===== src/rtl/serial_add_pkg.sv =====
// Shared types and constants for the bit-serial adder sequencer.
package serial_add_pkg;

   localparam int DEFAULT_WIDTH = 8;

   typedef enum logic [1:0] {
      IDLE = 2'd0,
      RUN  = 2'd1,
      DONE = 2'd2
   } state_t;

   // Bit-counter width for a given operand width; never less than one bit.
   function automatic int cnt_width(input int width);
      return (width > 1) ? $clog2(width) : 1;
   endfunction

endpackage


===== src/rtl/full_adder_cell.sv =====
// Single-bit full adder; the only arithmetic element of the serial adder.
module full_adder_cell (
   input  logic a,
   input  logic b,
   input  logic cin,
   output logic s,
   output logic cout
);

   assign s    = a ^ b ^ cin;
   assign cout = (a & b) | (cin & (a ^ b));

endmodule


===== src/rtl/serial_add_ctrl.sv =====
// Bit-serial WIDTH-bit adder: one full-adder cell, one bit per clock, LSB first.
// Define SERIAL_ADD_OVF_EN to add the registered signed-overflow output out_ovf.
module serial_add_ctrl
   import serial_add_pkg::*;
#(
   parameter int WIDTH = DEFAULT_WIDTH
) (
   input  logic             clk,
   input  logic             rst_n,
   input  logic             in_valid,
   output logic             in_ready,
   input  logic [WIDTH-1:0] in_a,
   input  logic [WIDTH-1:0] in_b,
   input  logic             in_cin,
   output logic             out_valid,
   input  logic             out_ready,
   output logic [WIDTH-1:0] out_sum,
   output logic             out_cout,
   output logic             busy
`ifdef SERIAL_ADD_OVF_EN
   ,
   output logic             out_ovf
`endif
);

   localparam int               CNT_W    = cnt_width(WIDTH);
   localparam logic [CNT_W-1:0] LAST_BIT = CNT_W'(WIDTH - 1);

   state_t           state;
   logic [WIDTH-1:0] a_sr;
   logic [WIDTH-1:0] b_sr;
   // Holds the WIDTH-1 sum bits already produced; the cell supplies the newest bit.
   logic [WIDTH-2:0] sum_sr;
   logic [WIDTH-1:0] sum_next;
   logic             carry;
   logic [CNT_W-1:0] counter;
   logic             cell_s;
   logic             cell_cout;

   full_adder_cell u_cell (
      .a    (a_sr[0]),
      .b    (b_sr[0]),
      .cin  (carry),
      .s    (cell_s),
      .cout (cell_cout)
   );

   assign sum_next  = {cell_s, sum_sr};
   assign in_ready  = (state == IDLE);
   assign out_valid = (state == DONE);
   assign busy      = (state != IDLE);

   // NOTE: every register here, datapath included, is reset so an aborted
   // operation leaves nothing behind; all updates use non-blocking assignments.
   always_ff @(posedge clk or negedge rst_n) begin
      if (!rst_n) begin
         state    <= IDLE;
         a_sr     <= '0;
         b_sr     <= '0;
         sum_sr   <= '0;
         carry    <= 1'b0;
         counter  <= '0;
         out_sum  <= '0;
         out_cout <= 1'b0;
`ifdef SERIAL_ADD_OVF_EN
         out_ovf  <= 1'b0;
`endif
      end else begin
         case (state)
            IDLE: begin
               if (in_valid) begin
                  a_sr    <= in_a;
                  b_sr    <= in_b;
                  carry   <= in_cin;
                  counter <= '0;
                  state   <= RUN;
               end
            end
            RUN: begin
               sum_sr <= sum_next[WIDTH-1:1];
               carry  <= cell_cout;
               a_sr   <= a_sr >> 1;
               b_sr   <= b_sr >> 1;
               if (counter == LAST_BIT) begin
                  counter  <= '0;
                  out_sum  <= sum_next;
                  out_cout <= cell_cout;
`ifdef SERIAL_ADD_OVF_EN
                  // carry still holds the carry into the MSB on this last step
                  out_ovf  <= carry ^ cell_cout;
`endif
                  state    <= DONE;
               end else begin
                  counter <= counter + 1'b1;
               end
            end
            DONE: begin
               if (out_ready) state <= IDLE;
            end
            default: state <= IDLE;
         endcase
      end
   end

endmodule


===== config.mk =====
export PLATFORM = sky130hd
export DESIGN_NAME = serial_add_ctrl
export DESIGN_NICKNAME = d
export VERILOG_FILES = /design/src/rtl/serial_add_pkg.sv /design/src/rtl/full_adder_cell.sv /design/src/rtl/serial_add_ctrl.sv
export SDC_FILE = /design/constraint.sdc
export NUM_CORES = 1
export LEC_CHECK = 0
export CAP_MARGIN = 20
export CORE_MARGIN = 4
export CORE_UTILIZATION = 35
export CTS_CLUSTER_DIAMETER = 30
export DETAILED_ROUTE_END_ITERATION = 8
export GPL_ROUTABILITY_DRIVEN = 0
export PLACE_DENSITY = 0.62
export SYNTH_ARGS = -nofsm -noshare
export SYNTH_HDL_FRONTEND = slang
export SYNTH_SLANG_ARGS = --single-unit

===== constraint.sdc =====
create_clock -name clk -period 1.9 [get_ports clk]
set_input_delay 0.285 -clock clk [delete_from_list [all_inputs] [get_ports clk]]
set_output_delay 0.285 -clock clk [all_outputs]
set_load 0.005 [all_outputs]

==> qor.csv <==
metric;value;unit
outcome;completed;
ctsHoldBuffers;0;
core;4500;um^2
io_buffers;32;
rows;24;
cts_made_buffers;5;
critical_path.max_stage_delay;0.50;ns
rr_worst_depth;5;
synthToLayoutAreaGrowth;30.4;%
dp_cells;242;
netlist_area;1680;um^2
path_class;flop to output port;
period_share;94.0;%
nets;223;
crit_chain;buf_6, nor2_1, clkdlybuf4s50_1;
synth_top_area_share;56.7;%
clk_latency;0.29;ns
yosys-top-cells-count;38 x dfrtp_1, 25 x nor3_1, 24 x nand2_1, 15 x o22ai_1, 10 x nor2_1;
setup_tns;0;ns
dr.pass1.iters;4;
io_pins;33;
r2r-start;state[1]$_DFFE_PN0P_;
yosys_warnings;0;
drc;0;
cts.reportedPaths.clkPinSlew;0.07;ns
groute.usage.overall;13.9;%
clock_sinks;38;
r2r-end;out_sum[6]$_DFFE_PN0P_;
crit_cells;3;
cp-endpoint;out_valid;
synth_cells;160;
slew_violations;0;
max-vdd-ir-drop;0.525;mV
n_antenna_cell;0;
ys_top_cells_by_area;dfrtp_1 57%, nor3_1 7.5%, mux2_1 6.0%;
maxCapViolations;0;
cp.arrival;1.50;ns
hold_path.class;primary input to asynchronous set/reset pin;
p_per_area;1500;nW/um^2
avgViaCountPerCell;5.31;
cp_max_fo;32;
ant_nets;0;
routed-wl-met3;183;um
setup_viol;0;
endpoint_kind;output port;
fin_util;48.6;%
tightest_slew;0.305;ns
grt_max_degree;39;
fin_cells;251;
relSlewSlack;79.7;%
syn_area_per_cell;10.5;um^2
num_vias;1333;
syn_nets;184;
required;1.62;ns
cts_tree;done;
drt_iter0_markers;48;
dieHeight;77.2;um
clockBufferDepth;2;
crit_family;buffers and inverters;
rsz0062_at_grt;no;
synth_ff_type;dfrtp_1;
ys_ff_latch;38;
cp-startpoint;state[0]$_DFFE_PN0P_;
async_flop_share;100;%
worst_hold_slack;0.380;ns
skew;0.00483;ns
cts_root_buf;clkbuf_8;
grt_first_pass_wirelength;6600;um
hold_viol_final;0;
path_buf_inv;2;
p_leak;0.971;nW
fin_crit;1.79;ns
dieArea;5960;um^2
crit_path_start_kind;flop;
fin_ws;0.115;ns
top_layer;met4;
fmax;0.560;GHz
wirelength;3810;um
cp_slowest_cell;clkdlybuf4s50_1;
synth_most_common_cell;dfrtp_1;
synth-edff-count;0;
reg2reg_slack;0.34;ns
synthDistinctLibCells;23;
start_util;37.2;%
first_global_vias;1370;
place_ws;0.306;ns
antenna_found_initial;0;
wl_met2;1800;um
die_x;77.2;um
dp_hpwl;2630;um
avgRoutedWirePerCell;15.2;um
grt-ovfl-total;0;
htreeDepth;2;
synth_top_cell_by_area;dfrtp_1;
ys_seq_area_share;56.7;%
wl_met1;1770;um
drive_gt1_share;10.6;%
[flip-flops by register name, summed over array words and instances, names as in the netlist]
signal / flops
a_sr: 8
b_sr: 8
out_sum: 8
sum_sr: 7
counter: 3
state: 2
carry: 1
out_cout: 1
[worst register-to-register path, stage by stage (launching register included)]
cell     delay, ns
dfrtp_2       0.43
buf_4         0.15
buf_4         0.13
nor2b_1       0.23
nand2_4       0.16
mux2_1        0.34
[logic make-up after synthesis]
| kind of cell | synth area share (%) |
|---|---|
| AND/OR/NAND/NOR | 18.0 |
| buffers and inverters | 3.58 |
| AO/OA/AOI/OAI | 12.4 |
| flip-flops | 56.7 |
| adder cells (fa/ha/maj) | 2.69 |
| multiplexers | 6.64 |
[worst min path at each step]
stage | endpoint | from | slack (ns)
floorplan | a_sr[0]$_DFFE_PN0P_ | rst_n | -0.01
global placement | sum_sr[0]$_DFFE_PN0N_ | sum_sr[0]$_DFFE_PN0N_ | 0.46
CTS | carry$_DFFE_PN0P_ | rst_n | 0.39
detailed placement | sum_sr[0]$_DFFE_PN0N_ | sum_sr[0]$_DFFE_PN0N_ | 0.48
finish | out_sum[4]$_DFFE_PN0P_ | rst_n | 0.38
global route | out_sum[4]$_DFFE_PN0P_ | rst_n | 0.41
[report_power, final]
group / internal [mW] / total, mW / switching (mW)
registers: 1.19 / 1.45 / 0.262
logic: 0.680 / 1.31 / 0.632
clock network: 0.246 / 0.516 / 0.270
total: 2.11 / 3.28 / 1.16
[metrics by stage]
| step | instance area (um^2) | power [mW] |
|---|---|---|
| 6_report | 2190 | 3.28 |
| 5_1_grt | 2190 | 3.54 |
| 4_1_cts | 2180 | 3.32 |
| 3_3_place_gp | 2090 | 2.69 |
| 2_1_floorplan | 1680 | 2.23 |
| 3_5_place_dp | 2090 | 2.77 |
[routing by layer]
layer  vias up  track usage (%)
li1        646                -
met1       638             17.9
met3         8             4.57
met2        41             21.8
met4         0             4.98
met5         -                0
[area by class of cell]
| type | instances | area [um^2] |
|---|---|---|
| inverters | 3 | 11.3 |
| flip-flops and latches | 38 | 952 |
| repair buffers | 42 | 414 |
| clock inverters | 2 | 10.0 |
| clock buffers | 5 | 68.8 |
| fillers | 410 | 2320 |
| well taps | 52 | 65.1 |
| multi-input cells | 109 | 666 |
[cells in the final DEF, fill, tap and decap left out]
master           count
nand2b_1             2
nand2_1             24
a21o_1               1
fa_1                 1
o32ai_1              7
o31ai_1              1
or2_2                2
nor2b_1              2
clkbuf_8             5
nand2_4              1
nor3_1              25
clkinv_2             2
ha_1                 2
mux2_1               9
buf_12               1
o22ai_1             15
dfrtp_1             37
clkdlybuf4s50_1     31
buf_6                1
dfrtp_2              1
nor2_1              10
mux2i_1              1
buf_4                8
dlymetal6s2s_1       1
o21ai_0              4
a22o_1               2
inv_1                2
clkinv_1             1
[what timing repair did]
action,4_1_cts,5_1_grt
endpoints found under the hold margin,0,0
gates cloned,0,0
endpoints found under the setup margin,1,2
resized for setup,1,2
buffers inserted,2,0
(Power assumes the default switching activity.)
